===== config.mk =====
export PLATFORM = sky130hd
export DESIGN_NAME = sketch_update
export DESIGN_NICKNAME = d
export VERILOG_FILES = /design/src/rtl/sketch_pkg.sv /design/src/rtl/sketch_update_fifo.sv /design/src/rtl/sketch_update.sv
export SDC_FILE = /design/constraint.sdc
export NUM_CORES = 1
export LEC_CHECK = 0
export BUFFER_PORTS_ARGS = -buffer_cell sky130_fd_sc_hd__buf_2
export CAP_MARGIN = 10
export CORE_MARGIN = 1.5
export CORE_UTILIZATION = 45
export CTS_CLUSTER_SIZE = 20
export DETAILED_ROUTE_END_ITERATION = 8
export PLACE_DENSITY = 0.65
export RECOVER_POWER = 50
export SETUP_SLACK_MARGIN = 0.3
export SYNTH_ARGS = -nofsm -noshare
export SYNTH_HDL_FRONTEND = slang
export SYNTH_SLANG_ARGS = --single-unit

===== constraint.sdc =====
create_clock -name memclk -period 5.1 [get_ports memclk]
set_input_delay 0.255 -clock memclk [delete_from_list [all_inputs] [get_ports memclk]]
set_output_delay 0.255 -clock memclk [all_outputs]
set_load 0.02 [all_outputs]

===== src/rtl/sketch_pkg.sv =====
// Shared types and defaults for the sketch counter-update engine.
package sketch_pkg;

  localparam int unsigned ADDR_WIDTH_DEF  = 19;
  localparam int unsigned COUNT_WIDTH_DEF = 36;
  localparam int unsigned BYTE_WIDTH_DEF  = 16;

  typedef enum logic [2:0] {
    IDLE,
    RD_REQ,
    RD_WAIT,
    WR_REQ,
    CLR
  } state_t;

  typedef struct packed {
    logic [ADDR_WIDTH_DEF-1:0] addr;
    logic [BYTE_WIDTH_DEF-1:0] bytes;
  } record_t;

endpackage


===== src/rtl/sketch_update_fifo.sv =====
// Synchronous record FIFO; DEPTH must be a power of 2 (pointers wrap naturally).
module sketch_update_fifo #(
  parameter int unsigned DEPTH = 4,
  parameter int unsigned WIDTH = 35
) (
  input  logic                     memclk,
  input  logic                     reset,
  input  logic                     push,
  input  logic [WIDTH-1:0]         din,
  input  logic                     pop,
  output logic [WIDTH-1:0]         dout,
  output logic                     full,
  output logic                     empty,
  output logic [$clog2(DEPTH):0]   count
);

  localparam int unsigned PW = (DEPTH > 1) ? $clog2(DEPTH) : 1;
  localparam int unsigned CW = $clog2(DEPTH) + 1;

  logic [WIDTH-1:0] mem [DEPTH];
  logic [PW-1:0]    wr_ptr;
  logic [PW-1:0]    rd_ptr;
  logic             do_push;
  logic             do_pop;

  assign empty   = (count == '0);
  assign full    = (count == CW'(DEPTH));
  assign do_pop  = pop && !empty;
  // A push into a full FIFO is legal when the same cycle frees a slot.
  assign do_push = push && (!full || do_pop);
  assign dout    = mem[rd_ptr];

  always_ff @(posedge memclk) begin
    if (do_push) mem[wr_ptr] <= din;
  end

  always_ff @(posedge memclk) begin
    if (reset) begin
      wr_ptr <= '0;
      rd_ptr <= '0;
      count  <= '0;
    end else begin
      if (do_push) wr_ptr <= wr_ptr + 1'b1;
      if (do_pop)  rd_ptr <= rd_ptr + 1'b1;
      count <= count + CW'(do_push) - CW'(do_pop);
    end
  end

endmodule


===== src/rtl/sketch_update.sv =====
// Sketch counter engine: buffered {index, bytes} records drive a saturating
// read-modify-write on SRAM counters; also runs a full-table clear sweep.
module sketch_update
  import sketch_pkg::*;
#(
  parameter int unsigned ADDR_WIDTH  = ADDR_WIDTH_DEF,
  parameter int unsigned COUNT_WIDTH = COUNT_WIDTH_DEF,
  parameter int unsigned BYTE_WIDTH  = BYTE_WIDTH_DEF,
  parameter int unsigned FIFO_DEPTH  = 4
) (
  input  logic                   memclk,
  input  logic                   reset,
  input  logic [31:0]            hash_in,
  input  logic [BYTE_WIDTH-1:0]  byte_in,
  input  logic                   upd_valid,
  output logic                   upd_ready,
  output logic                   sram_req,
  output logic                   sram_we,
  output logic [ADDR_WIDTH-1:0]  sram_addr,
  output logic [COUNT_WIDTH-1:0] sram_wdata,
  input  logic                   sram_gnt,
  input  logic                   sram_rvalid,
  input  logic [COUNT_WIDTH-1:0] sram_rdata,
  input  logic                   clear_start,
  output logic                   clear_busy,
  output logic [31:0]            update_count,
  output logic [15:0]            sat_count
);

  localparam int unsigned RW = ADDR_WIDTH + BYTE_WIDTH;

  state_t                      state;
  logic                        clr_pend;
  logic [ADDR_WIDTH-1:0]       cur_addr;
  logic [BYTE_WIDTH-1:0]       cur_bytes;
  logic [ADDR_WIDTH-1:0]       cnt_addr;
  logic [COUNT_WIDTH:0]        sum;

  logic                        fifo_push;
  logic                        fifo_pop;
  logic [RW-1:0]               fifo_dout;
  logic                        fifo_full;
  logic                        fifo_empty;
  logic [$clog2(FIFO_DEPTH):0] fifo_count;
  logic                        unused_bits;

  assign upd_ready   = !fifo_full;
  assign fifo_push   = upd_valid && upd_ready;
  assign fifo_pop    = (state == IDLE) && !clr_pend && !fifo_empty;
  assign unused_bits = ^{hash_in[31:ADDR_WIDTH], fifo_count};

  sketch_update_fifo #(
    .DEPTH (FIFO_DEPTH),
    .WIDTH (RW)
  ) u_fifo (
    .memclk (memclk),
    .reset  (reset),
    .push   (fifo_push),
    .din    ({hash_in[ADDR_WIDTH-1:0], byte_in}),
    .pop    (fifo_pop),
    .dout   (fifo_dout),
    .full   (fifo_full),
    .empty  (fifo_empty),
    .count  (fifo_count)
  );

  always_comb begin
    sum = {1'b0, sram_rdata} + (COUNT_WIDTH+1)'(cur_bytes);
  end

  // sram_wdata doubles as the result register between RD_WAIT and WR_REQ.
  always_ff @(posedge memclk) begin
    if (reset) begin
      state        <= IDLE;
      clr_pend     <= 1'b0;
      clear_busy   <= 1'b0;
      cur_addr     <= '0;
      cur_bytes    <= '0;
      cnt_addr     <= '0;
      sram_req     <= 1'b0;
      sram_we      <= 1'b0;
      sram_addr    <= '0;
      sram_wdata   <= '0;
      update_count <= '0;
      sat_count    <= '0;
    end else begin
      if (clear_start && state != CLR) begin
        clr_pend   <= 1'b1;
        clear_busy <= 1'b1;
      end
      case (state)
        IDLE: begin
          if (clr_pend) begin
            state      <= CLR;
            clr_pend   <= 1'b0;
            cnt_addr   <= '0;
            sram_req   <= 1'b1;
            sram_we    <= 1'b1;
            sram_addr  <= '0;
            sram_wdata <= '0;
          end else if (!fifo_empty) begin
            {cur_addr, cur_bytes} <= fifo_dout;
            state     <= RD_REQ;
            sram_req  <= 1'b1;
            sram_we   <= 1'b0;
            sram_addr <= fifo_dout[RW-1:BYTE_WIDTH];
          end
        end
        RD_REQ: begin
          if (sram_gnt) begin
            sram_req <= 1'b0;
            state    <= RD_WAIT;
          end
        end
        RD_WAIT: begin
          if (sram_rvalid) begin
            if (sum[COUNT_WIDTH]) begin
              sram_wdata <= '1;
              if (sat_count != 16'hFFFF) sat_count <= sat_count + 16'd1;
            end else begin
              sram_wdata <= sum[COUNT_WIDTH-1:0];
            end
            sram_req  <= 1'b1;
            sram_we   <= 1'b1;
            sram_addr <= cur_addr;
            state     <= WR_REQ;
          end
        end
        WR_REQ: begin
          if (sram_gnt) begin
            sram_req     <= 1'b0;
            sram_we      <= 1'b0;
            update_count <= update_count + 32'd1;
            state        <= IDLE;
          end
        end
        CLR: begin
          if (sram_gnt) begin
            if (cnt_addr == '1) begin
              sram_req   <= 1'b0;
              sram_we    <= 1'b0;
              clear_busy <= 1'b0;
              state      <= IDLE;
            end else begin
              cnt_addr  <= cnt_addr + 1'b1;
              sram_addr <= cnt_addr + 1'b1;
            end
          end
        end
        default: state <= IDLE;
      endcase
    end
  end

endmodule

### Word-level counts from Yosys, hierarchy flattened

Memory sizes are Yosys's and may differ from the RTL's. A register that Yosys moved wholly into a read port is not among the register bits.
Index checks and enable logic that the tools add are counted.

* input port bits: 90
* bits in writable memories: 140
* memories: 1
* bits in registers: 171
* output and inout port bits: 107
* logic and storage cells: 111

* reduce and logical (&&, ||, !) cells: 27
* $add $sub $neg: 8
* mux-type cells: 41
* bitwise gates (word level): 2
* eq/ne operators: 17

Memory list
* u_fifo.mem: words 4, bits a word 35, read ports 1, clocked after memory_dff 1, write ports 1, RTL line sketch_update_fifo.sv:20 `logic [WIDTH-1:0] mem [DEPTH];`

Operators by type and width (count)
* 19-bit two-way mux: 6
* 36-bit two-way mux: 3
* 36-bit case mux with 2 select lines: 1
* 19-bit case mux with 3 select lines: 1
* 19-bit case mux with 2 select lines: 1
* 36-bit by 16-bit adder with 37-bit output: 1
* 32-bit by 1-bit adder with 32-bit output (second input constant): 1
* 3-bit two-way mux: 7
* 19-bit by 1-bit adder with 19-bit output (second input constant): 1
* 19-bit == test (second input constant): 1
* 6-bit AND reduction: 3
* 1-bit two-way mux: 17
* 16-bit by 1-bit adder with 16-bit output (second input constant): 1
* 16-bit != test (second input constant): 1
* 3-bit case mux with 5 select lines: 1
* 2-bit != test (second input constant): 7
* 1-bit case mux with 4 select lines: 2
* 4-bit AND reduction: 2
* 4-bit nonzero test: 2
* 3-bit by 2-bit == test with 1-bit output (second input constant): 2
* 3-bit == test (second input constant): 2
* 1-bit logical AND: 6
* 3-bit logical NOT: 2
* 3-bit != test (second input constant): 2
* 15 further kinds: 22

### Logic depth before layout (Yosys ltp)

* depth after elaboration: 8
* depth in mapped cells: 12
* mapped depth without buffers: 10

### By module

From an unflattened synthesis, not the netlist that was laid out.

* cell total of the unflattened synthesis: 1223
* area, all modules: 13767.0 sq um

Modules (own cells, without submodules)
* sketch_update: area an instance 8220.4 sq um, instances 1, cells each 992, seq. area each 3283.1 sq um
* sketch_update_fifo: area an instance 5546.6 sq um, instances 1, cells each 231, seq. area each 4384.2 sq um

### Least setup slack after synthesis

Ideal clock, no wire load.

* path type: reg2reg
* start point: reg u_fifo.count[2]
* end point: reg u_fifo.count[2]
* arrival: 2.373 ns
* data required time: 4.972 ns
* setup time: 0.128 ns
* period minus slack after synthesis: 2.500 ns
* stages on the path, launching flop included: 12
* buffers on the path: 1
* setup slack: 2.600 ns
* path through: dfxtp_1 > or3_1 > nand3_1 > inv_1 > clkbuf_1 > ha_1 > inv_1 > ha_1 > fa_1 > xnor2_1 > xnor2_1 > nor2_1

* cells in the longest elaborated chain, start to end: 8
* elaborated cells between the ends (all ways): 11
* classes of those cells: add/sub: 2; eq/ne: 1; reduce/logical: 8

RTL lines
* start, declared: RTL line sketch_update_fifo.sv:14 `output logic [$clog2(DEPTH):0] count`
* start signal, assigned: RTL line sketch_update_fifo.sv:45 `count <= count + CW'(do_push) - CW'(do_pop);`
* 3-bit logical NOT (*): RTL line sketch_update_fifo.sv:26 `assign empty = (count == '0);`
* 1-bit logical NOT (*): RTL line sketch_update_fifo.sv:28, sketch_update.sv:49
* 1-bit logical AND: RTL line sketch_update.sv:49 `assign fifo_pop = (state == IDLE) && !clr_pend && !fifo_empty;`
* 1-bit logical AND (*): RTL line sketch_update_fifo.sv:28 `assign do_pop = pop && !empty;`
* named net u_fifo.do_pop: RTL line sketch_update_fifo.sv:24 `logic do_pop;`
* 1-bit logical OR: RTL line sketch_update_fifo.sv:30 `assign do_push = push && (!full || do_pop);`
* 1-bit logical AND: RTL line sketch_update_fifo.sv:30
* 3-bit by 1-bit adder with 3-bit output: RTL line sketch_update_fifo.sv:45
* 3-bit by 1-bit subtractor with 3-bit output (*): RTL line sketch_update_fifo.sv:45

Mark *: on every way through the listed nets, which the timed path passes. The rest lies on a longest branch.
A chain may end at the register's enable or synchronous reset.

### Worst setup path after layout

* start point: reg cur_bytes[0]
* end point: reg sram_wdata[15]

* cells in the longest elaborated chain, start to end: 4

RTL lines
* start, declared: RTL line sketch_update.sv:35 `logic [BYTE_WIDTH-1:0] cur_bytes;`
* start signal, assigned: RTL line sketch_update.sv:102 `{cur_addr, cur_bytes} <= fifo_dout;`
* 36-bit by 16-bit adder with 37-bit output: RTL line sketch_update.sv:68 `sum = {1'b0, sram_rdata} + (COUNT_WIDTH+1)'(cur_bytes);`
* 36-bit two-way mux: RTL line sketch_update.sv:117 `if (sum[COUNT_WIDTH]) begin`
* 36-bit two-way mux: RTL line sketch_update.sv:116 `if (sram_rvalid) begin`
* 36-bit case mux with 2 select lines: RTL line sketch_update.sv:91 `case (state)`
* end signal, assigned: RTL line sketch_update.sv:121 `sram_wdata <= sum[COUNT_WIDTH-1:0];`
* end, declared: RTL line sketch_update.sv:20 `output logic [COUNT_WIDTH-1:0] sram_wdata,`

No other way between the ends. The select of a mux whose other input is x is not followed.

==> impl_metrics.toml <==
[outcome]
status = "complete, but fails checks"
violations = "max-capacitance violations, max-slew violations"

[clock_network]
cts_sinks = 313
cts.path.max_buffers = 3
cts.clk_slew.worst_paths_ns = 0.06
root_buffer = "clkbuf_16"
numCtsBuffers = 34
cts_tree = "built"
clk_latency_ns = 0.53
clock_tree.htree_level_count = 2

[floorplanning]
die_y_um = 177.6
dieArea_um2 = 31540
io_pins = 197
rows = 63
die_x_um = 177.6
start_util_pct = 46.04
design.core.area_um2 = 29800

[global_routing]
antenna_found_initial = 1
gr-total-overflow = 0
grt_pass1_vias = 9745
grt_max_degree = 122
grt_pass1_wl_mm = 51.67
grt_use_total_pct = 20.61

[final_layout]
drive_gt1_share_pct = 10.62
fin_util_pct = 54.64
syn_to_final_growth_pct = 18.66
final_nets = 1570

[yosys]
synth.distinct_cells = 66
ys_seq_elements = 313
synth_area_leader_cell = "edfxtp_1"
netlist_area_um2 = 13720
syn_nets = 1371
avgSynthCellArea_um2 = 10.94
ys_warn_count = 0
synth_edf_count = 140
synth_area_leaders = "edfxtp_1 (31%), dfxtp_1 (25%), mux4_2 (5.7%)"
yosysTopAreaCellShare_pct = 30.64
async_flop_share_pct = 0
netlist_instances = 1254
synth-seq-area-share_pct = 55.89
synth_ff_type = "dfxtp_1"

[timing]
hold_violations = 0
rsz0062_at_grt = "no"
fin_skew_ns = 0.02005
min_period_over_period_pct = 58.54
tns_ns = 0
setup_viol = 0
tightest_slew_ns = 2.368
fin_ws_ns = 2.114
slew_viol_final = 36
fmax_mhz = 334.9
slew_headroom_pct = -57.84
final.min_clock_period_ns = 2.986

[worst_setup_path]
cp-start-kind = "register"
r2r_slack_ns = 2.11
worstPathMaxFanout = 34
cp.arrival_ns = 3.35
crit_type = "reg2reg"
endpoint_kind = "register"
r2r_start = "cur_bytes[0]"
worstPathRequired_ns = 5.47
reg2reg_to = "sram_wdata[15]"
rr_worst_depth = 9

[drt]
drt_first_pass_iters = 5
wl_per_cell_um = 17.39
drc_errors = 0
ant_nets = 0
routed_wl_mm = 32.52
initialDrtViolationCount = 900
avgViaCountPerCell = 5.552
vias = 10380

[placement]
dp_slack_ns = 2.077
dp_hpwl_mm = 20.94
place_congestion = 0.7997
port_buffers = 183

[power_and_ir_drop]
switching_share_pct = 32.86
p_seq_share_pct = 40.9
pwr_density_cell_nw_per_um2 = 477.2
p_sw_mw = 2.553
pwr-share-comb_pct = 27.1
power_frac_clock_pct = 31.9
vdd_ir_drop_max_mv = 0.2911
internal-power_mw = 5.216
leakage_nw = 5.565

[worst_hold_path]
min_path_cells = 2
hold_end = "sram_req"
min_from = "sram_gnt"
hold_class = "in2reg"

[run]
drv_cap = 1
## sequential cells by signal (all words and copies together), names as in the netlist, 2 cells and up, named ones only
name	count
u_fifo.rd_ptr	2
state	3
u_fifo.count	3
sram_wdata	36
cur_bytes	16
sram_addr	19
cnt_addr	19
sat_count	16
u_fifo.wr_ptr	2
update_count	32
cur_addr	19
u_fifo.mem	140
## critical path: stages, from the launching register on
cell	delay (ns)
dfxtp_1	0.31
ha_1	0.21
fa_1	0.41
a21oi_1	0.21
o211ai_1	0.13
a21oi_1	0.31
o211a_1	0.29
o31a_2	0.66
o31a_1	0.24
nor3_1	0.04
## per-layer routing
layer / track usage [%] / up-vias / share of wire (%)
met5: 0 / - / 0
met4: 6.828 / 0 / 2.3
met3: 3.406 / 49 / 6.4
met2: 31.77 / 321 / 45
met1: 29.54 / 4951 / 47
li1: - / 5061 / -
## through the flow
step                      hold slack [ns]  std cells  power, mW  cell area, um^2
final                             0.04328       1870      7.769            16280
after global routing              0.04091       1870      8.209            16280
after CTS                         0.01754       1869      7.865            16460
after detailed placement           0.4492       1771      5.347            14960
after global placement             0.4408       1771      5.308            14960
after floorplan                    0.3516       1254      4.721            13720
## cells in the mapped netlist (8+ instances only)
cell,number
dfxtp_1,173
edfxtp_1,140
a21oi_1,132
nand2_1,132
nor2_1,108
clkbuf_1,58
a211oi_1,48
o21ai_0,39
nand3_1,38
xor2_1,37
mux4_2,35
xnor2_1,34
or3_1,27
inv_1,26
ha_1,25
nand4_1,19
nor3_1,19
and3_1,17
a222oi_1,10
and2_1,9
nor4_1,9
a311oi_1,8
and4_1,8
## power by group through the flow
stage / combinational (mW) / sequential, mW / clock (mW)
after global routing: 2.35 / 3.23 / 2.64
after global placement: 2.09 / 3.22 / 0
after detailed placement: 2.12 / 3.23 / 0
after CTS: 2.15 / 3.18 / 2.54
after floorplan: 1.47 / 3.25 / 0
final: 2.11 / 3.18 / 2.48
## worst max-delay path by stage
| stage | startpoint | to | slack, ns | cells after the start |
|---|---|---|---|---|
| after global routing | u_fifo.count[1] | u_fifo.mem[2][24] | 1.79 | 4 |
| final | cur_bytes[0] | sram_wdata[15] | 2.11 | 9 |
| after detailed placement | sram_rdata[0] | sram_wdata[15] | 2.08 | 10 |
| after global placement | sram_rdata[0] | sram_wdata[15] | 2.09 | 10 |
| after floorplan | u_fifo.count[2] | u_fifo.count[2] | 2.60 | 11 |
| after CTS | cur_bytes[0] | sram_wdata[15] | 2.14 | 9 |
## layout make-up
cell class              instances  area, um^2
diodes                          1       2.502
flip-flops and latches        313        7669
repair buffers                234        1214
inverters                      27       101.3
clock buffers                  43       924.6
multi-input cells             843        5665
clock inverters                19       215.2
well taps                     390       488.0
fillers                      2634       13520
## cells in the final DEF (no fill, tap or decap), drive strengths merged, types with 7 or more instances in the layout
master	instances
dlygate4sd3	36
nand4	21
nor4	9
and3	17
edfxtp	140
nand2	132
a221oi	7
nor2	108
clkbuf	186
mux4	35
clkinv	15
and2	9
a311oi	8
inv	27
nand3	39
nor2b	7
buf	55
xnor2	34
ha	25
o21ai	39
a211oi	48
a222oi	10
and4	8
a21oi	132
dfxtp	173
or3	27
a21o	7
xor2	37
nor3	22
## logic make-up after synthesis
kind of cell	count (synthesis)	synth area share [%]
AND/OR/NAND/NOR	419	14.92
multiplexers	45	6.512
flip-flops	313	55.89
AO/OA/AOI/OAI	281	12.72
buffers and inverters	98	2.854
adder cells (fa/ha/maj)	27	2.572
XOR/XNOR	71	4.533
## what timing repair did
action,4_1_cts,5_1_grt
hold buffers,36,0
resized for setup,0,0
buffers inserted,0,0
hold endpoints to repair,141,0
(Power assumes the default switching activity.)
